File: config.mk
export PLATFORM = sky130hd
export DESIGN_NAME = pid_update_sched
export DESIGN_NICKNAME = d
export VERILOG_FILES = /design/src/rtl/ebike_pkg.sv /design/src/rtl/drv_slew_lim.sv /design/src/rtl/pid_update_sched.sv
export SDC_FILE = /design/constraint.sdc
export NUM_CORES = 1
export LEC_CHECK = 0
export ABC_AREA = 0
export BUFFER_PORTS_ARGS = -buffer_cell sky130_fd_sc_hd__buf_2
export CORE_ASPECT_RATIO = 0.75
export CORE_MARGIN = 2
export CORE_UTILIZATION = 32
export CTS_BUF_LIST = sky130_fd_sc_hd__clkbuf_4 sky130_fd_sc_hd__clkbuf_8
export CTS_CLUSTER_DIAMETER = 200
export DETAILED_ROUTE_END_ITERATION = 10
export PLACE_DENSITY_LB_ADDON = 0.3
export SKIP_CTS_REPAIR_TIMING = 1
export SLEW_MARGIN = 20
export SYNTH_ARGS = -nofsm -noshare
export SYNTH_HDL_FRONTEND = slang
export SYNTH_SLANG_ARGS = --single-unit
File: constraint.sdc
create_clock -name clk -period 4 [get_ports clk]
set_input_delay 0.8 -clock clk [delete_from_list [all_inputs] [get_ports clk]]
set_output_delay 0.8 -clock clk [all_outputs]
set_load 0.01 [all_outputs]
File: src/rtl/ebike_pkg.sv
// Shared types and widths for the e-bike motor-control slice.
//   ERR_W      : width of the signed error samples
//   DRV_W      : width of the unsigned drive magnitude
//   sched_st_t : PID update sequencer states
package ebike_pkg;

    localparam int unsigned ERR_W = 13;
    localparam int unsigned DRV_W = 12;

    typedef enum logic [2:0] {
        IDLE  = 3'd0,
        START = 3'd1,
        WAIT  = 3'd2,
        SLEW  = 3'd3,
        FAULT = 3'd4
    } sched_st_t;

endpackage

File: src/rtl/drv_slew_lim.sv
// Combinational slew limiter: moves cur toward tgt by at most step.
// The result always lies between cur and tgt, so it never leaves 0..2^DRV_W-1.
//   cur    : present drive magnitude
//   tgt    : requested drive magnitude
//   step   : largest allowed change per update
//   next_c : limited drive magnitude (combinational)
module drv_slew_lim
    import ebike_pkg::*;
(
    input  logic [DRV_W-1:0] cur,
    input  logic [DRV_W-1:0] tgt,
    input  logic [DRV_W-1:0] step,
    output logic [DRV_W-1:0] next_c
);

    // One extra bit so cur + step cannot wrap before the compare.
    logic [DRV_W:0] up_sum;

    always_comb begin
        next_c = cur;
        up_sum = {1'b0, cur} + {1'b0, step};
        if (tgt > cur) begin
            next_c = (up_sum >= {1'b0, tgt}) ? tgt : up_sum[DRV_W-1:0];
        end else if (tgt < cur) begin
            // cur - tgt > step implies cur > step, so cur - step cannot underflow.
            next_c = ((cur - tgt) <= step) ? tgt : (cur - step);
        end
    end

endmodule

File: src/rtl/pid_update_sched.sv
// PID update sequencer for the motor loop: decimates error samples, starts the
// multi-cycle PID, waits for completion (with timeout) and slew-limits the drive.
//   clk, rst          : clock, synchronous active-high reset
//   smpl_vld/error_in : error sample strobe and value
//   not_pedaling      : rider idle; forces target to zero and clears integrator
//   fault_clr         : leaves the timeout fault state
//   pid_start/pid_err : PID launch strobe and latched error
//   pid_clr           : integrator clear level
//   pid_done/drv_raw  : PID completion strobe and raw output
//   drv_mag           : slew-limited motor drive
//   ovr               : qualifying sample dropped while busy
//   fault             : PID timeout flag
module pid_update_sched
    import ebike_pkg::*;
#(
    parameter int unsigned       DECIM     = 4,
    parameter logic [DRV_W-1:0]  SLEW_STEP = 12'd64,
    parameter int unsigned       TMO_CYC   = 32
) (
    input  logic             clk,
    input  logic             rst,
    input  logic             smpl_vld,
    input  logic [ERR_W-1:0] error_in,
    input  logic             not_pedaling,
    input  logic             fault_clr,
    output logic             pid_start,
    output logic [ERR_W-1:0] pid_err,
    output logic             pid_clr,
    input  logic             pid_done,
    input  logic [DRV_W-1:0] drv_raw,
    output logic [DRV_W-1:0] drv_mag,
    output logic             ovr,
    output logic             fault
);

    localparam int unsigned DCNT_W = (DECIM > 1) ? $clog2(DECIM) : 1;
    localparam int unsigned TCNT_W = (TMO_CYC > 1) ? $clog2(TMO_CYC) : 1;

    localparam logic [2:0] ST_IDLE  = IDLE;
    localparam logic [2:0] ST_START = START;
    localparam logic [2:0] ST_WAIT  = WAIT;
    localparam logic [2:0] ST_SLEW  = SLEW;
    localparam logic [2:0] ST_FAULT = FAULT;

    logic [2:0]        state;
    logic [2:0]        state_nxt;
    logic [DCNT_W-1:0] dcnt;
    logic [DCNT_W-1:0] dcnt_nxt;
    logic [TCNT_W-1:0] tcnt;
    logic [DRV_W-1:0]  tgt;
    logic [DRV_W-1:0]  slew_c;
    logic              ovr_nxt;
    logic              dcnt_last;
    logic              tmo_hit;

    assign dcnt_last = (dcnt == DCNT_W'(DECIM - 1));
    assign tmo_hit   = (tcnt == TCNT_W'(TMO_CYC - 1));

    // Next state, decimation counter and overrun detection.
    always_comb begin
        state_nxt = state;
        dcnt_nxt  = dcnt;
        ovr_nxt   = 1'b0;

        case (state)
            ST_IDLE:  if (smpl_vld && dcnt_last) state_nxt = ST_START;
            ST_START: state_nxt = ST_WAIT;
            ST_WAIT: begin
                // Completion beats a timeout landing in the same cycle.
                if (pid_done)     state_nxt = ST_SLEW;
                else if (tmo_hit) state_nxt = ST_FAULT;
            end
            ST_SLEW:  state_nxt = ST_IDLE;
            ST_FAULT: if (fault_clr) state_nxt = ST_IDLE;
            default:  state_nxt = ST_IDLE;
        endcase

        // Samples keep counting while busy; a qualifying one is dropped with ovr.
        if (state == ST_FAULT) begin
            if (fault_clr) dcnt_nxt = '0;
        end else if (smpl_vld) begin
            if (dcnt_last) begin
                dcnt_nxt = '0;
                ovr_nxt  = (state != ST_IDLE);
            end else begin
                dcnt_nxt = dcnt + DCNT_W'(1);
            end
        end
    end

    drv_slew_lim u_slew (
        .cur    (drv_mag),
        .tgt    (tgt),
        .step   (SLEW_STEP),
        .next_c (slew_c)
    );

    // State and registered outputs.
    always_ff @(posedge clk) begin
        if (rst) begin
            state     <= ST_IDLE;
            dcnt      <= '0;
            tcnt      <= '0;
            tgt       <= '0;
            pid_start <= 1'b0;
            pid_err   <= '0;
            pid_clr   <= 1'b0;
            drv_mag   <= '0;
            ovr       <= 1'b0;
            fault     <= 1'b0;
        end else begin
            state     <= state_nxt;
            dcnt      <= dcnt_nxt;
            ovr       <= ovr_nxt;
            pid_start <= (state_nxt == ST_START);
            pid_clr   <= not_pedaling | (state_nxt == ST_FAULT);
            fault     <= (state_nxt == ST_FAULT);

            if ((state == ST_IDLE) && (state_nxt == ST_START)) pid_err <= error_in;

            if (state == ST_START)     tcnt <= '0;
            else if (state == ST_WAIT) tcnt <= tcnt + TCNT_W'(1);

            if ((state == ST_WAIT) && pid_done) tgt <= not_pedaling ? '0 : drv_raw;

            // Fault entry zeroes the drive at once, bypassing the slew limit.
            if (state_nxt == ST_FAULT)  drv_mag <= '0;
            else if (state == ST_SLEW)  drv_mag <= slew_c;
        end
    end

endmodule

==> results of run 1 <==
==> registers in the layout, summed over array words and instances, names as in the netlist <==
| name | flops |
|---|---|
| state | 3 |
| pid_start | 1 |
| tgt | 12 |
| tcnt | 5 |
| dcnt | 2 |
| fault | 1 |
| pid_clr | 1 |
| ovr | 1 |
| drv_mag | 12 |
| pid_err | 13 |
==> cell usage after synthesis, types with 3 or more instances <==
master / number / area (um2)
a211o_1: 3 / 26.3
a211oi_1: 6 / 45.0
a21o_1: 3 / 22.5
a21oi_1: 40 / 200
a221o_1: 3 / 30.0
a22oi_1: 4 / 30.0
a31oi_1: 4 / 25.0
and3_1: 3 / 18.8
clkbuf_1: 22 / 82.6
dfxtp_1: 51 / 1020
ha_1: 23 / 288
inv_1: 17 / 63.8
mux2i_1: 9 / 90.1
nand2_1: 54 / 203
nand2b_1: 3 / 18.8
nand3_1: 5 / 25.0
nand4_1: 3 / 18.8
nor2_1: 45 / 169
nor2b_1: 9 / 56.3
nor3_1: 11 / 55.1
nor3b_1: 13 / 97.6
nor4_1: 3 / 18.8
o211ai_1: 5 / 37.5
o21ai_0: 14 / 70.1
or3_1: 3 / 18.8
xnor2_1: 6 / 52.6
xor2_1: 3 / 26.3
==> critical path: stages, from the launching register on <==
cell      delay (ns)
dfxtp_1         0.52
inv_1           0.12
ha_1            0.38
nand2b_1        0.19
or3_1           0.39
a21oi_2         0.17
o41a_2          0.17
o21ai_1         0.08
or3_4           0.49
a211oi_4        0.51
mux2i_1         0.23
==> per-layer routing <==
layer / global-route usage / vias to the layer above
li1: - / 1566
met1: 0.242 / 1368
met2: 0.215 / 105
met3: 0.0364 / 14
met4: 0.0431 / 0
met5: 0 / -
==> placed cells by master, fill, tap and decap left out, types with 11 or more instances in the layout <==
cell type | netlist | final
buf_2 | 0 | 59
nand2_1 | 54 | 54
dfxtp_1 | 51 | 51
nor2_1 | 45 | 45
a21oi_1 | 40 | 40
ha_1 | 23 | 23
inv_1 | 17 | 17
o21ai_0 | 14 | 14
nor3b_1 | 13 | 13
nor3_1 | 11 | 11
==> per-stage QoR <==
step	power (mW)	hold WS (ns)	setup WS [ns]
2_1_floorplan	0.558	0.451	0.943
3_3_place_gp	0.580	0.439	0.815
3_5_place_dp	0.581	0.445	0.734
4_1_cts	0.898	0.458	0.704
5_1_grt	0.924	0.480	0.471
6_report	0.886	0.456	0.683
==> power groups by stage <==
stage                     combinational, mW  clock [mW]  sequential, mW
after global routing                 0.0622       0.348           0.514
after detailed placement             0.0561           0           0.525
after global placement               0.0551           0           0.525
final                                0.0562       0.317           0.514
after floorplan                      0.0324           0           0.525
after CTS                            0.0564       0.328           0.514
==> logic make-up (layout without fill, tap and decap cells) <==
kind of cell    Yosys count  after routing  share of synthesized area
buf+inv                  41             88                     0.0500
simple gates            164            164                      0.250
fa+ha+maj                23             23                     0.0892
flops                    51             51                      0.316
compound gates          113            113                      0.242
mux                       9              9                     0.0279
xor+xnor                  9              9                     0.0244
==> area by class of cell <==
class / count / share of cell area
Multi-Input combinational cell: 318 / 0.553
Tap cell: 132 / 0.0443
Clock buffer: 6 / 0.0205
Clock inverter: 2 / 0.00436
Sequential cell: 51 / 0.274
Timing Repair Buffer: 63 / 0.0873
Inverter: 17 / 0.0171
==> how the worst max path moves through the flow <==
| stage | start | end | slack (ns) | cells past startpoint |
|---|---|---|---|---|
| finish | drv_mag[6] | drv_mag[3] | 0.68 | 10 |
| global route | drv_mag[6] | drv_mag[5] | 0.47 | 10 |
| CTS | drv_mag[6] | drv_mag[1] | 0.70 | 10 |
| detailed placement | drv_mag[6] | drv_mag[3] | 0.73 | 10 |
| global placement | drv_mag[7] | drv_mag[4] | 0.82 | 8 |
| floorplan | drv_mag[6] | drv_mag[6] | 0.94 | 11 |
==> flow_summary.toml, run 1 <==
[timing]
min_period_over_period = 0.829
hold_viol = 0
setup_violations = 0
drv_slew = 0
tightest_slew_ns = 0.807
clock.fmax_ghz = 0.302
fin_tns_setup_ns = 0
min_period_ns = 3.32
grt_setup_unrepaired = "no"
fin_skew_ns = 0.0120
slew_headroom = 0.459

[floorplan]
start_util = 0.331
dieArea_um2 = 10900
fp-row-count = 31
die_h_um = 91.0
core_area_um2 = 9740
fp.dieW_um = 120
ios = 60

[clocking]
cts_tree = "built"
clk_latency_ns = 0.31
root_buffer = "clkbuf_8"
clockBufferDepth = 2
h-tree-depth = 2
clkSinkCount = 51
cts_buffers = 5
clk_pin_slew_ns = 0.10

[placed_design]
placedCellCount = 581
gp_congestion = 0.885
numPortBuffers = 59
place_area_um2 = 3630
dp_hpwl_um = 6520

[pwr]
ir_drop_mv = 0.145
power.density_nw_per_um2 = 238
switching_share = 0.246
internal_power_mw = 0.668
power.share.combinational = 0.063
switchingPower_mw = 0.218
pwr-share-seq = 0.579
cellLeakagePower_nw = 1.53
p_clk_frac = 0.357

[critical_path]
critPathMaxFanout = 11
path_class = "flop to flop"
rr_endpoint = "drv_mag[3]"
critPathCaptureType = "flop"
cp.arrival_ns = 3.57
start_kind = "flop"
regToRegSetupSlack_ns = 0.68
rr_worst_depth = 10
cp.required_ns = 4.25
rr_startpoint = "drv_mag[6]"

[detailed_routing]
met1_length_um = 4530
routed_wl_um = 8670
vias_per_cell = 5.18
remaining_drc_errors = 0
wl_met2_um = 3490
wl_met3_um = 539
wl_per_cell_um = 14.7
drtPass1Iterations = 6
dr.first_iter.drc_count = 244
drtAntennaViolNets = 0
top_layer = "met4"
vias = 3053

[grt]
grt_pass1_vias = 2756
grt_pass1_wl_um = 14000
grt_overflow_total = 0
track_usage = 0.157
grt_max_degree = 43
antenna_found_initial = 0

[layout]
fillerInstances = 1017
fin_util = 0.383
drive_gt1_frac = 0.188
syn2layout_area_growth_pct = 15.5
multi_input_area_um2 = 2060
seq_area_um2 = 1020
fin_area_um2 = 3730
final_cells = 589
diodes = 0
layout.nets = 510

[logic_synthesis]
async_flop_share = 0
synth_seq_cells = 51
synth_edf_count = 0
syn_avg_cell_area_um2 = 7.87
synthesis.nets = 464
postSynthCellCount = 410
yosysWarnings = 0
synth_ff_type = "dfxtp_1"
ys_types = 62
synth_seq_area_share = 0.316
syn_area_um2 = 3230

[worst_hold_path]
holdCritStartpoint = "pid_err[1]"
min_path_type = "flop to flop"
worstHoldEndpoint = "pid_err[1]"
hold_path_depth = 2

[job]
max_cap_viol_count = 0

[outcome]
outcome = "complete, no violations"
No activity file was read; power rests on OpenSTA's default activity.
==> run 2: changes to the inputs <==
clock period = 2.9 ns   (was 4 ns; I/O delays follow)
==> flow_summary.toml, run 2 (synthesized netlist as in run 1, its figures left out) <==
[clocking]
cts_tree = "built"
clk_latency_ns = 0.32
clkSinkCount = 51
clk_pin_slew_ns = 0.10
root_buffer = "clkbuf_8"
clockBufferDepth = 2
h-tree-depth = 2
cts_buffers = 5

[floorplan]
core_area_um2 = 9740
die_h_um = 91.0
fp.dieW_um = 120
start_util = 0.331
ios = 60
fp-row-count = 31
dieArea_um2 = 10900

[layout]
layout.nets = 559
largest_reg_flops = 13
final_cell_mix = "59 x buf_2, 54 x nand2_1, 50 x buf_4"
syn2layout_area_growth_pct = 33.5
final_common_cell = "buf_2"
fillerInstances = 978
drive_gt1_frac = 0.332
largest_register = "pid_err"
fin_util = 0.442
diodes = 0
top_regs = "pid_err: 13 flops, drv_mag: 12 flops, tgt: 12 flops"

[grt]
grt_overflow_total = 0
antenna_found_initial = 0
track_usage = 0.171
grt_pass1_vias = 3048
grt_pass1_wl_um = 15200
grt_max_degree = 42

[placed_design]
gp_congestion = 0.892
numPortBuffers = 59
dp_hpwl_um = 7130
dpl_worst_slack_ns = -0.193

[critical_path]
critPathMaxFanout = 8
cp.required_ns = 3.12
critPathCaptureType = "flop"
path_cells = "inv_2 -> ha_4 -> or2_1 -> o211ai_1 -> mux2i_1 -> a41oi_2 -> a31o_1 -> or3_4 -> buf_12 -> a221o_1 -> o221a_2"
critPathSlowestCell = "or3_4"
slowest_delay_ns = 0.41
start_kind = "flop"
cp.arrival_ns = 3.23
path_class = "flop to flop"

[timing]
drv_slew = 0
fin_skew_ns = 0.0110
slew_headroom = 0.431
tightest_slew_ns = 0.854
fin_ws_ns = -0.116
clock.fmax_ghz = 0.332
grt_setup_unrepaired = "yes"
min_period_over_period = 1.04
hold_viol = 0
min_period_ns = 3.02
setup_violations = 10

[pwr]
cellLeakagePower_nw = 1.84
power.density_nw_per_um2 = 286
ir_drop_mv = 0.180

[detailed_routing]
drtPass1Iterations = 5
vias_per_cell = 5.18
remaining_drc_errors = 0
drtAntennaViolNets = 0
dr.first_iter.drc_count = 236
wl_per_cell_um = 15.0
vias = 3305
routed_wl_um = 9560

[worst_hold_path]
min_path_type = "flop to flop"

[outcome]
violations = "setup timing"
outcome = "finished, violations left"

[job]
max_cap_viol_count = 0
[run 2: layout make-up]
| type | count | area, um2 | share of cell area |
|---|---|---|---|
| inverters | 17 | 63.8 | 0.0148 |
| flip-flops and latches | 51 | 1030 | 0.240 |
| clock inverters | 2 | 17.5 | 0.00407 |
| multi-input cells | 318 | 2230 | 0.517 |
| clock buffers | 6 | 76.3 | 0.0177 |
| repair buffers | 112 | 722 | 0.168 |
| well taps | 132 | 165 | 0.0383 |
[run 2: metrics by stage]
stage / cell area (um2) / TNS, ns / power (mW) / hold slack, ns / std cells
floorplan: 3270 / 0 / 0.768 / 0.451 / 410
global route: 4310 / -1.95 / 1.28 / 0.472 / 638
finish: 4310 / -0.611 / 1.23 / 0.455 / 638
detailed placement: 4000 / -1.36 / 0.803 / 0.443 / 623
global placement: 4000 / -0.252 / 0.801 / 0.439 / 623
CTS: 4090 / -1.91 / 1.24 / 0.455 / 631
[run 2: path summary, 6_finish.rpt]
| kind | startpoint | to | slack, ns | depth (start not counted) |
|---|---|---|---|---|
| max | tgt[1] | drv_mag[10] | -0.12 | 11 |
| min | pid_err[11] | pid_err[11] | 0.45 | 2 |
| min reg2reg | pid_err[11] | pid_err[11] | 0.45 | 2 |
| max reg2reg | tgt[1] | drv_mag[10] | -0.12 | 11 |
[run 2: report_power, final]
part	switching (mW)	internal (mW)
combinational	0.0464	0.0394
sequential	0.00364	0.704
clock	0.255	0.183
[run 2: routing by layer]
| layer | share of wire | GRT usage | up-vias |
|---|---|---|---|
| met5 | 0 | 0 | - |
| met4 | 0.0087 | 0.0441 | 0 |
| met3 | 0.054 | 0.0364 | 5 |
| met2 | 0.44 | 0.252 | 96 |
| met1 | 0.49 | 0.251 | 1539 |
| li1 | - | - | 1665 |
[run 2: critical path: cells and delay by family (launching register included)]
| family | cells | cell delay (ns) |
|---|---|---|
| DFF | 1 | 0.35 |
| adders and majority gates | 1 | 0.15 |
| and+or+nand+nor | 2 | 0.66 |
| buffers and inverters | 2 | 0.21 |
| AOI/OAI and AO/OA | 5 | 1.22 |
| muxes | 1 | 0.33 |
